===== config.mk =====
export PLATFORM = sky130hd
export DESIGN_NAME = pipe_stage_reg
export DESIGN_NICKNAME = d
export VERILOG_FILES = /design/src/rtl/pipe_stage_reg.sv
export SDC_FILE = /design/constraint.sdc
export NUM_CORES = 1
export LEC_CHECK = 0
export ABC_CLOCK_PERIOD_IN_PS = 2000
export BUFFER_PORTS_ARGS = -buffer_cell sky130_fd_sc_hd__buf_2
export CAP_MARGIN = 20
export CORE_MARGIN = 2
export CORE_UTILIZATION = 36
export CTS_BUF_LIST = sky130_fd_sc_hd__clkbuf_4 sky130_fd_sc_hd__clkbuf_8
export DETAILED_ROUTE_END_ITERATION = 7
export HOLD_SLACK_MARGIN = 0.02
export REMOVE_ABC_BUFFERS = 1
export SETUP_SLACK_MARGIN = 0.5
export SLEW_MARGIN = 15
export SYNTH_ARGS = -nofsm -noshare
export SYNTH_HDL_FRONTEND = slang
export SYNTH_SLANG_ARGS = --single-unit

===== constraint.sdc =====
create_clock -name CLK -period 2 [get_ports CLK]
set_input_delay 0.2 -clock CLK [delete_from_list [all_inputs] [get_ports CLK]]
set_output_delay 0.2 -clock CLK [all_outputs]
set_load 0.1 [all_outputs]

===== src/rtl/pipe_stage_reg.sv =====
// Pipeline stage register with valid/ready handshake, flush squash and saturating perf counters.
// Define PIPE_STAGE_SKID_EN to add a one-entry skid buffer with a registered in_ready.
module pipe_stage_reg #(
  parameter int unsigned          DATA_W     = 64,
  parameter logic [DATA_W-1:0]    BUBBLE_VAL = '0,
  parameter int unsigned          CNT_W      = 16
) (
  input  logic              CLK,
  input  logic              RST,
  input  logic              in_valid,
  input  logic [DATA_W-1:0] in_data,
  output logic              in_ready,
  output logic              out_valid,
  output logic [DATA_W-1:0] out_data,
  input  logic              out_ready,
  input  logic              FLUSH,
  output logic [CNT_W-1:0]  stall_cnt,
  output logic [CNT_W-1:0]  flush_cnt
);

  localparam logic [CNT_W-1:0] CntMax = '1;

  logic              out_valid_q, out_valid_d;
  logic [DATA_W-1:0] out_data_q, out_data_d;
  logic [CNT_W-1:0]  stall_cnt_q, stall_cnt_d;
  logic [CNT_W-1:0]  flush_cnt_q, flush_cnt_d;
  logic              in_xfer;
  logic              out_xfer;
  logic              live;

  assign in_xfer  = in_valid & in_ready;
  assign out_xfer = out_valid_q & out_ready;

`ifdef PIPE_STAGE_SKID_EN
  logic              skid_valid_q, skid_valid_d;
  logic [DATA_W-1:0] skid_data_q, skid_data_d;
  logic              in_ready_q, in_ready_d;

  assign in_ready = in_ready_q;
  assign live     = out_valid_q | skid_valid_q;

  always_comb begin
    out_valid_d  = out_valid_q;
    out_data_d   = out_data_q;
    skid_valid_d = skid_valid_q;
    skid_data_d  = skid_data_q;
    if (FLUSH) begin
      out_valid_d  = 1'b0;
      out_data_d   = BUBBLE_VAL;
      skid_valid_d = 1'b0;
    end else if (!out_valid_q || out_xfer) begin
      // Output slot is free this edge: the skid entry is older than any new input.
      if (skid_valid_q) begin
        out_valid_d  = 1'b1;
        out_data_d   = skid_data_q;
        skid_valid_d = 1'b0;
      end else if (in_xfer) begin
        out_valid_d = 1'b1;
        out_data_d  = in_data;
      end else begin
        out_valid_d = 1'b0;
      end
    end else if (in_xfer) begin
      skid_valid_d = 1'b1;
      skid_data_d  = in_data;
    end
    in_ready_d = ~skid_valid_d;
  end

  always_ff @(posedge CLK) begin
    if (RST) begin
      skid_valid_q <= 1'b0;
      skid_data_q  <= BUBBLE_VAL;
      in_ready_q   <= 1'b1;
    end else begin
      skid_valid_q <= skid_valid_d;
      skid_data_q  <= skid_data_d;
      in_ready_q   <= in_ready_d;
    end
  end
`else
  assign in_ready = ~out_valid_q | out_ready;
  assign live     = out_valid_q;

  always_comb begin
    out_valid_d = out_valid_q;
    out_data_d  = out_data_q;
    if (FLUSH) begin
      out_valid_d = 1'b0;
      out_data_d  = BUBBLE_VAL;
    end else if (in_xfer) begin
      out_valid_d = 1'b1;
      out_data_d  = in_data;
    end else if (out_xfer) begin
      out_valid_d = 1'b0;
    end
  end
`endif

  always_comb begin
    stall_cnt_d = stall_cnt_q;
    flush_cnt_d = flush_cnt_q;
    if (out_valid_q && !out_ready && !FLUSH && (stall_cnt_q != CntMax)) begin
      stall_cnt_d = stall_cnt_q + CNT_W'(1);
    end
    if (FLUSH && live && (flush_cnt_q != CntMax)) begin
      flush_cnt_d = flush_cnt_q + CNT_W'(1);
    end
  end

  always_ff @(posedge CLK) begin
    if (RST) begin
      out_valid_q <= 1'b0;
      out_data_q  <= BUBBLE_VAL;
      stall_cnt_q <= '0;
      flush_cnt_q <= '0;
    end else begin
      out_valid_q <= out_valid_d;
      out_data_q  <= out_data_d;
      stall_cnt_q <= stall_cnt_d;
      flush_cnt_q <= flush_cnt_d;
    end
  end

  assign out_valid = out_valid_q;
  assign out_data  = out_data_q;
  assign stall_cnt = stall_cnt_q;
  assign flush_cnt = flush_cnt_q;

endmodule

==> results of run 1 <==
-- flip-flops by register name, summed over array words and instances, names as in the netlist --
register   flops
out_data      64
flush_cnt     16
stall_cnt     16
out_valid      1
-- worst reg2reg max path: stages (launching register included) --
cell     delay, ns
dfxtp_4       0.38
ha_4          0.16
and3_4        0.22
nand4_1       0.17
buf_4         0.18
or3_1         0.36
a21oi_1       0.13
-- final cells by class --
type,instances,share of cell area [%]
clock buffers,10,2.40
clock inverters,6,1.97
well taps,140,3.06
repair buffers,208,21.5
multi-input cells,349,35.6
inverters,8,0.524
flip-flops and latches,97,35.0
-- worst paths after layout --
check,endpoint,from,slack (ns)
hold reg to reg,out_data[9]$_SDFFE_PP0P_,out_data[9]$_SDFFE_PP0P_,0.45
hold / removal,out_data[39]$_SDFFE_PP0P_,in_data[39],0.04
setup reg to reg,stall_cnt[6]$_SDFFE_PP0P_,stall_cnt[1]$_SDFFE_PP0P_,0.33
setup / recovery,stall_cnt[6]$_SDFFE_PP0P_,stall_cnt[1]$_SDFFE_PP0P_,0.33
-- metal layers --
metal | up-vias | part of all wire [%]
li1 | 2073 | -
met1 | 1934 | 41
met2 | 184 | 48
met3 | 15 | 9.7
met4 | 0 | 1.7
met5 | - | 0
-- what timing repair did --
item | in CTS | in global routing
setup endpoints to repair | 40 | 35
gates cloned | 1 | 2
setup buffers | 19 | 12
gates resized for setup | 50 | 46
pin swaps | 16 | 25
-- Yosys cell counts (2+ instances only) --
library cell	number	share of area [%]
nor2_1	5	0.47
nand3_2	2	0.51
nor3_1	8	1.0
and3_1	3	0.47
nand2_1	138	13
o31ai_1	13	2.5
nand3_1	9	1.1
nand3_4	2	0.88
o21ai_1	3	0.38
clkbuf_1	16	1.5
dfxtp_1	97	49
and4_1	5	1.1
buf_1	5	0.47
and3_2	3	0.57
nand4_1	12	1.9
and2_1	2	0.32
ha_1	2	0.63
a21oi_1	89	11
o21ai_0	4	0.51
nor2b_1	2	0.32
buf_2	2	0.25
or4_1	13	2.5
a31oi_1	2	0.32
buf_6	2	0.57
o21a_1	2	0.38
inv_1	8	0.76
or3_1	6	0.95
o41ai_1	4	0.88
mux2_1	2	0.57
or2_2	3	0.47
-- metrics by stage --
stage	cell area (sq um)	hold WS [ns]
after floorplan	3830	0.269
after global placement	4950	0.439
after detailed placement	4950	0.443
after CTS	5470	0.0232
after global routing	5730	0.0310
final	5730	0.0447
-- logic make-up after synthesis --
group	share of synthesized area, %
adders and majority gates	0.632
DFF	49.0
and+or+nand+nor	28.5
muxes	0.821
AOI/OAI and AO/OA	17.1
buffers and inverters	3.98
-- cells in the final DEF (no fill, tap or decap), types with 10 or more instances in the layout --
cell	Yosys	routed
a21oi_1	89	85
o31ai_1	13	11
buf_2	2	157
dfxtp_4	0	11
buf_4	1	34
dfxtp_2	0	15
nand2_1	138	137
dfxtp_1	97	71
nand4_1	12	12
clkbuf_8	0	10
or4_1	13	10
-- power groups by stage --
stage               Combinational, uW  Sequential [uW]  Clock (uW)
finish                            626             1980        1590
global route                      662             1990        1720
CTS                               623             1990        1620
detailed placement                615             2040           0
global placement                  610             2040           0
floorplan                         120             2350           0
==> summary.txt, run 1 <==
Place
  – DP Cell Count: around 770
  – Buffers on Ports: ~170
  – Gp weighted congestion: 0.814
  – Post-place setup slack: 0.226 ns
  – Hpwl dp: 7550 um

GRT
  – Tot GR Track Use: between 15 and 20%
  – Initial antenna violation count: 0
  – GRT overflow: 0
  – Largest net degree at the start of global routing: 65
  – Number of global-route vias before repair: 3,863
  – GR peak layer: met2
  – Met3 Usage GRT: 6.75%
  – Grt met2 use: 30.9%
  – Global-route wire length before repair: approximately 18,000 um
  – Met1 Usage GRT: between 20% and 30%

Floorplan
  – Std cell rows: 38
  – Die Y: between 100 and 150 um
  – Full die area: around 12,000 sq um
  – Horiz. Die Dim: about 110 um
  – IO Pins: ~170
  – Starting density of the core: 36.7%
  – Core Footprint: around 11,000 sq um

STA
  – Fin. Hold Viols: 0
  – Slew Viols, Final: 0
  – RSZ-0062 raised after global routing: true
  – Worst slew margin: roughly two thirds
  – Worst Slack Setup Final: about 0.33 ns
  – Fin crit share: 83.4%
  – F_max: ~600 MHz
  – Fin Setup TNS: 0 ns
  – Clk_skew: 0.00950 ns
  – Final setup violation count: 0
  – Fin crit period: 1.67 ns
  – Measured slew at the worst slew-check pin: approximately 0.52 ns

Setup path
  – Slowest library cell on the worst path: dfxtp_4
  – Critical Path RT: about 2.3 ns
  – Number of cells on the critical path: 6
  – CP arrival: 1.98 ns
  – CP Buf/Inv Count: 1
  – CP Launch Type: register
  – Crit end category: register
  – Crit-path max cell delay: approximately 0.38 ns
  – Critical Path Fanout Max: 3
  – Critical Path, Cell by Cell: ha_4, and3_4, nand4_1, buf_4, or3_1, a21oi_1
  – R2R depth: 6
  – CP Class: register to register
  – Worst path top cell family by delay: simple AND/OR/NAND/NOR gates

Pwr
  – Sw Pwr: between 1000 and 1500 uW
  – Switch share: about 29%
  – Internal power: slightly below 3000 uW
  – Part of the power in registers: between 40% and 50%
  – Comb power frac: ~15%
  – Leakage power: roughly 0.0025 uW
  – Power, Total: 4200 uW
  – Pwr dens: 734 nW/um^2
  – Clock share of power: 38.0%
  – VDD IR max: about 0.47 mV

CTS
  – H-tree Lvls: 3
  – CTS sink cnt: 97
  – Root Driver: clkbuf_8
  – Reg clk slew, reported paths: around 0.1 ns
  – Clk buf depth: 2
  – Later-pin clock latency in the skew report: 0.38 ns
  – # hold bufs at CTS: 0
  – CTS tree: done
  – CTS Buf Count: 9

Logic synthesis
  – Synthesized area: ~4000 sq um
  – Synth async-reset ratio: 0%
  – Post-synth cell types: 46
  – Post-synthesis sequential area ratio: between 40% and 50%
  – Yosys reg bits: 97
  – Post-Syn Instances: 480
  – Number of flops mapped to enable cells by yosys: 0
  – Most used flip-flop cell after synthesis: dfxtp_1
  – Avg Inst Size Synth: 8.25 sq um
  – Yosys Warn Count: 0

Cells and area
  – Nets: about 740
  – Seq. cell area: 2000 sq um
  – Area growth syn-to-layout: 44.5%
  – Share of layout cells above drive strength 1: a little over two fifths
  – # fillers: 996
  – Final non-filler cell total: about 820
  – Final core occ: a little over half
  – Area of the multi-input gates: approximately 2000 sq um
  – Antenna Diode Count: 0

Drt
  – Drt drc: 0
  – Drt wl/cell: 14.7 um
  – Drt initial violations: around 200
  – Routed WL: roughly 12,000 um
  – Drt pass-1 iters: 4
  – Via count: 4,206
  – Vias/cell: 5.14
  – Final ANT Viol Nets: 0

Run
  – Max-Cap Viols: 0

Min path
  – Cells on Worst Hold Path: 3
  – Hold Crit Class: primary input to register

Run status
  – Status: finished clean
Note: power is estimated with default switching activity, not from simulation.
==> inputs of run 2 (changes only) <==
- ABC_CLOCK_PERIOD_IN_PS: 2000 -> 1500
- PLACE_DENSITY: not set -> 0.65
- clock period: 2 -> 1.5 ns (I/O delays scaled with it)
==> summary.txt, run 2 (synthesis results as in run 1) <==
GRT
  – Number of global-route vias before repair: 5,403 (was 3,863)
  – Tot GR Track Use: 31.8% (was 19.4%)
  – Global-route wire length before repair: 28,400 um (was 18,200 um)
  – Initial antenna violation count: 0 (unchanged)
  – GRT overflow: 0 (unchanged)
  – Largest net degree at the start of global routing: 66 (was 65)

STA
  – Clk_skew: 0.0111 ns (was 0.00950 ns)
  – Fin Setup TNS: -5.72 ns (was 0 ns)
  – Fin crit period: 1.76 ns (was 1.67 ns)
  – RSZ-0062 raised after global routing: true (unchanged)
  – Slew Viols, Final: 0 (unchanged)
  – Fin crit share: 117% (was 83.4%)
  – Final setup violation count: 68 (was 0)
  – Fin. Hold Viols: 0 (unchanged)
  – Measured slew at the worst slew-check pin: 0.454 ns (was 0.521 ns)
  – Worst Slack Setup Final: -0.262 ns (was 0.332 ns)
  – F_max: 567 MHz (was 599 MHz)
  – Worst slew margin: 69.8% (was 65.5%)

Setup path
  – Crit-path max cell delay: 0.50 ns (was 0.38 ns)
  – CP Buf/Inv Count: 2 (was 1)
  – Reg2Reg Setup Slack: -0.26 ns (was 0.33 ns)
  – Crit end category: register (unchanged)
  – Worst r2r src: out_valid$_SDFFE_PP0P_ (was stall_cnt[1]$_SDFFE_PP0P_)
  – R2R depth: 6 (unchanged)
  – CP Class: register to register (unchanged)
  – Worst path top cell family by delay: simple AND/OR/NAND/NOR gates (unchanged)
  – Critical Path RT: 1.79 ns (was 2.31 ns)
  – CP arrival: 2.06 ns (was 1.98 ns)
  – CP Launch Type: register (unchanged)
  – Critical Path Fanout Max: 6 (was 3)
  – Reg2reg end: flush_cnt[5]$_SDFFE_PP0P_ (was stall_cnt[6]$_SDFFE_PP0P_)
  – Critical Path, Cell by Cell: buf_4, and4_4, buf_6, nand3_4, or4_1, a21oi_1 (was ha_4, and3_4, nand4_1, buf_4, or3_1, a21oi_1)
  – Slowest library cell on the worst path: or4_1 (was dfxtp_4)

Cells and area
  – Largest register FFs: 64 (unchanged)
  – # fillers: 272 (was 996)
  – Area growth syn-to-layout: 155% (was 44.5%)
  – Most frequent cells in the layout: buf_12, buf_4, buf_2 (was buf_2, nand2_1, a21oi_1)
  – Antenna Diode Count: 0 (unchanged)
  – Final non-filler cell total: 1,004 (was 818)
  – Final core occ: 93.8% (was 53.0%)
  – Cell area after layout: 10,100 sq um (was 5730 sq um)
  – Share of layout cells above drive strength 1: 73.7% (was 43.8%)
  – Nets: 930 (was 744)
  – Commonest non-fill, non-tap cell in the layout: buf_12 (was buf_2)

Place
  – Hpwl dp: 8270 um (was 7550 um)
  – DP Cell Count: 823 (was 768)
  – Gp weighted congestion: 0.842 (was 0.814)
  – Buffers on Ports: 166 (unchanged)
  – Cell Area, Placed: 5370 sq um (was 4950 sq um)

Pwr
  – VDD IR max: 0.695 mV (was 0.465 mV)
  – Pwr dens: 629 nW/um^2 (was 734 nW/um^2)
  – Leakage power: 0.00415 uW (was 0.00248 uW)
  – Power, Total: 6370 uW (was 4200 uW)

Min path
  – Cells on Worst Hold Path: 3 (unchanged)
  – Hold EP: out_data[21]$_SDFFE_PP0P_ (was out_data[39]$_SDFFE_PP0P_)
  – Origin of the worst min-delay path: in_data[21] (was in_data[39])
  – Hold Crit Class: primary input to register (unchanged)

Floorplan
  – Core Footprint: 10,800 sq um (unchanged)
  – Full die area: 11,900 sq um (unchanged)
  – Die Y: 109 um (unchanged)
  – Std cell rows: 38 (unchanged)
  – Starting density of the core: 36.7% (unchanged)
  – Horiz. Die Dim: 109 um (unchanged)
  – IO Pins: 167 (unchanged)

Run status
  – Status: finished with violations (was finished clean)
  – Failing checks: negative setup slack

CTS
  – CTS sink cnt: 97 (unchanged)
  – Later-pin clock latency in the skew report: 0.39 ns (was 0.38 ns)
  – CTS tree: done (unchanged)
  – H-tree Lvls: 3 (unchanged)
  – Root Driver: clkbuf_8 (unchanged)
  – CTS Buf Count: 9 (unchanged)
  – Reg clk slew, reported paths: 0.11 ns (was 0.10 ns)
  – Clk buf depth: 2 (unchanged)

Drt
  – Final ANT Viol Nets: 0 (unchanged)
  – Vias/cell: 5.93 (was 5.14)
  – Drt pass-1 iters: 5 (was 4)
  – Drt drc: 0 (unchanged)
  – Routed WL: 26,900 um (was 12,000 um)
  – Via count: 5,953 (was 4,206)
  – Drt initial violations: 537 (was 202)
  – Drt wl/cell: 26.8 um (was 14.7 um)

Run
  – Max-Cap Viols: 0 (unchanged)
-- run 2: final cells by class --
| type | instances | area [sq um] | area share [%] |
|---|---|---|---|
| clock inverter | 6 | 65.1 | 0.643 |
| inverter | 8 | 30.0 | 0.297 |
| sequential | 97 | 2180 | 21.5 |
| tap | 140 | 175 | 1.73 |
| multi-input combinational | 349 | 2720 | 26.9 |
| timing repair buffer | 394 | 4810 | 47.5 |
| clock buffer | 10 | 138 | 1.36 |
-- run 2: where the power goes --
part	internal (uW)	switching (uW)	leakage, uW
registers	2570	80.2	0.000846
clock network	825	1080	0.000103
logic	781	1020	0.00320
total	4180	2190	0.00415
-- run 2: what timing repair did --
item,4_1_cts,5_1_grt
setup endpoints to repair,194,194
hold endpoints to repair,63,0
pin swaps,48,46
cloned,13,4
resized for setup,591,238
setup buffers,24,61
hold buffers,63,0
-- run 2: routing by layer --
metal	vias to the layer above	wire length [um]	part of all wire (%)	global-route usage, %
met2	448	13000	48	56.7
met3	182	2470	9.2	9.50
li1	2457	-	-	-
met5	-	0	0	0
met4	0	2200	8.2	16.7
met1	2866	9280	34	33.5
-- run 2: metrics by stage --
step	hold slack, ns	worst slack [ns]
after global routing	0.0405	-0.301
after CTS	0.0305	-0.0315
final	0.0332	-0.262
after detailed placement	0.397	-0.131
after floorplan	0.219	-1.68
after global placement	0.389	-0.0955
-- run 2: worst max-delay path by stage --
stage                                          from                          to  cells past startpoint
after global routing         out_valid$_SDFFE_PP0P_   flush_cnt[5]$_SDFFE_PP0P_                      6
after floorplan              out_valid$_SDFFE_PP0P_    out_data[0]$_SDFFE_PP0P_                      4
after global placement    stall_cnt[0]$_SDFFE_PP0P_  stall_cnt[13]$_SDFFE_PP0P_                      6
after CTS                    out_valid$_SDFFE_PP0P_   stall_cnt[6]$_SDFFE_PP0P_                      5
after detailed placement  stall_cnt[0]$_SDFFE_PP0P_  stall_cnt[13]$_SDFFE_PP0P_                      6
final                        out_valid$_SDFFE_PP0P_   flush_cnt[5]$_SDFFE_PP0P_                      6
-- run 2: worst register-to-register path, delay by kind of cell, from the launching register on --
kind	cells	cell delay, ns
DFF	1	0.38
buffers and inverters	2	0.24
AOI/OAI and AO/OA	1	0.24
and+or+nand+nor	3	0.81
==> inputs of run 3 (changes only) <==
- RECOVER_POWER: not set -> 25
==> summary.txt, run 3 (synthesis results as in run 1) <==
Place
  – Buffers on Ports: 166 (unchanged)
  – Hpwl dp: 8270 um (unchanged)
  – Post-place setup slack: -0.131 ns (unchanged)
  – Gp weighted congestion: 0.842 (unchanged)
  – Cell Area, Placed: 5370 sq um (unchanged)

Floorplan
  – Horiz. Die Dim: 109 um (unchanged)
  – IO Pins: 167 (unchanged)
  – Die Y: 109 um (unchanged)
  – Std cell rows: 38 (unchanged)
  – Starting density of the core: 36.7% (unchanged)
  – Core Footprint: 10,800 sq um (unchanged)
  – Full die area: 11,900 sq um (unchanged)

Drt
  – Drt initial violations: 613 (was 537)
  – Drt pass-1 iters: 6 (was 5)
  – Routed WL: 26,900 um (about the same)
  – Final ANT Viol Nets: 0 (unchanged)
  – Drt wl/cell: 26.7 um (was 26.8 um)
  – Via count: 5,918 (was 5,953)
  – Drt drc: 0 (unchanged)
  – Vias/cell: 5.89 (was 5.93)

CTS
  – CTS tree: done (unchanged)
  – Reg clk slew, reported paths: 0.11 ns (about the same)
  – Later-pin clock latency in the skew report: 0.39 ns (about the same)
  – Root Driver: clkbuf_8 (unchanged)
  – CTS sink cnt: 97 (unchanged)
  – CTS Buf Count: 9 (unchanged)
  – Clk buf depth: 2 (unchanged)
  – H-tree Lvls: 3 (unchanged)

Setup path
  – Critical Path Fanout Max: 6 (unchanged)
  – CP Launch Type: register (unchanged)
  – Critical Path RT: 1.79 ns (about the same)
  – Slowest library cell on the worst path: or4_1 (unchanged)
  – Reg2Reg Setup Slack: -0.27 ns (was -0.26 ns)
  – CP Class: register to register (unchanged)
  – CP arrival: 2.06 ns (about the same)
  – Critical Path, Cell by Cell: buf_4, and4_4, buf_6, nand3_4, or4_1, a21oi_1 (unchanged)
  – Crit-path max cell delay: 0.50 ns (about the same)
  – Crit end category: register (unchanged)

Cells and area
  – Share of layout cells above drive strength 1: 73.7% (unchanged)
  – Nets: 930 (unchanged)
  – Largest register FFs: 64 (unchanged)
  – Cell area after layout: 9680 sq um (was 10,100 sq um)
  – Area of the multi-input gates: 2720 sq um (unchanged)
  – # fillers: 333 (was 272)
  – Most frequent cells in the layout: buf_4, buf_2, buf_12 (was buf_12, buf_4, buf_2)
  – Area growth syn-to-layout: 144% (was 155%)
  – Commonest non-fill, non-tap cell in the layout: buf_4 (was buf_12)
  – Antenna Diode Count: 0 (unchanged)
  – Seq. cell area: 2180 sq um (unchanged)

GRT
  – Number of global-route vias before repair: 5,403 (unchanged)
  – Global-route wire length before repair: 28,400 um (unchanged)
  – Tot GR Track Use: 31.8% (unchanged)
  – Largest net degree at the start of global routing: 66 (unchanged)
  – GRT overflow: 0 (unchanged)
  – Initial antenna violation count: 0 (unchanged)

STA
  – Fin crit share: 118% (was 117%)
  – Fin. Hold Viols: 0 (unchanged)
  – F_max: 565 MHz (was 567 MHz)
  – Measured slew at the worst slew-check pin: 0.764 ns (was 0.454 ns)
  – Worst Slack Setup Final: -0.269 ns (was -0.262 ns)
  – Fin crit period: 1.77 ns (was 1.76 ns)
  – RSZ-0062 raised after global routing: true (unchanged)
  – Fin Setup TNS: -6.13 ns (was -5.72 ns)
  – Worst slew margin: 49.1% (was 69.8%)
  – Final setup violation count: 71 (was 68)
  – Clk_skew: 0.0101 ns (was 0.0111 ns)
  – Slew Viols, Final: 0 (unchanged)

Min path
  – Hold Crit Class: primary input to register (unchanged)

Pwr
  – Power, Total: 6280 uW (was 6370 uW)
  – VDD IR max: 0.705 mV (was 0.695 mV)
  – Leakage power: 0.00405 uW (was 0.00415 uW)
  – Pwr dens: 648 nW/um^2 (was 629 nW/um^2)

Run
  – Max-Cap Viols: 0 (unchanged)

Run status
  – Failing checks: negative setup slack (unchanged)
  – Status: finished with violations (unchanged)
-- run 3: where the power goes --
group | switching (uW) | internal, uW
sequential | 66.8 | 2570
combinational | 1020 | 706
clock | 1080 | 825
-- run 3: layer usage --
metal | vias to the layer above | share of wire [%] | wire length (um) | track usage, %
li1 | 2453 | - | - | -
met1 | 2834 | 34 | 9250 | 33.5
met2 | 461 | 48 | 13000 | 56.7
met3 | 170 | 9.1 | 2440 | 9.50
met4 | 0 | 8.1 | 2180 | 16.7
met5 | - | 0 | 0 | 0
-- run 3: worst paths after layout --
path,startpoint,endpoint,cells past startpoint
worst max register to register,out_valid$_SDFFE_PP0P_,flush_cnt[5]$_SDFFE_PP0P_,6
worst min-delay path,in_data[21],out_data[21]$_SDFFE_PP0P_,3
worst min register to register,out_data[32]$_SDFFE_PP0P_,out_data[32]$_SDFFE_PP0P_,2
worst max-delay path,out_valid$_SDFFE_PP0P_,flush_cnt[5]$_SDFFE_PP0P_,6
-- run 3: area by class of cell --
cell class | count | share of cell area, %
Timing Repair Buffer | 394 | 45.1
Sequential cell | 97 | 22.5
Clock buffer | 10 | 1.42
Multi-Input combinational cell | 349 | 28.1
Tap cell | 140 | 1.81
Inverter | 8 | 0.310
Clock inverter | 6 | 0.672
-- run 3: critical path: cells and delay by family, from the launching register on --
kind,cells,cell delay [ns]
buffers and inverters,2,0.24
AOI/OAI and AO/OA,1,0.24
and+or+nand+nor,3,0.81
DFF,1,0.38
-- run 3: repair_timing --
| item | 4_1_cts | 5_1_grt |
|---|---|---|
| hold buffers | 63 | 0 |
| pin swaps | 48 | 46 |
| gates cloned | 13 | 4 |
| endpoints found under the setup margin | 194 | 194 |
| buffers inserted | 24 | 61 |
| hold endpoints to repair | 63 | 0 |
| gates resized for setup | 591 | 238 |
-- run 3: through the flow --
| stage | hold slack [ns] | std cells | utilization [%] |
|---|---|---|---|
| floorplan | 0.219 | 453 | - |
| global placement | 0.389 | 823 | 49.8 |
| detailed placement | 0.397 | 823 | 49.8 |
| CTS | 0.0305 | 939 | 81.0 |
| global route | 0.0405 | 1004 | 89.7 |
| finish | 0.0369 | 1004 | 89.7 |
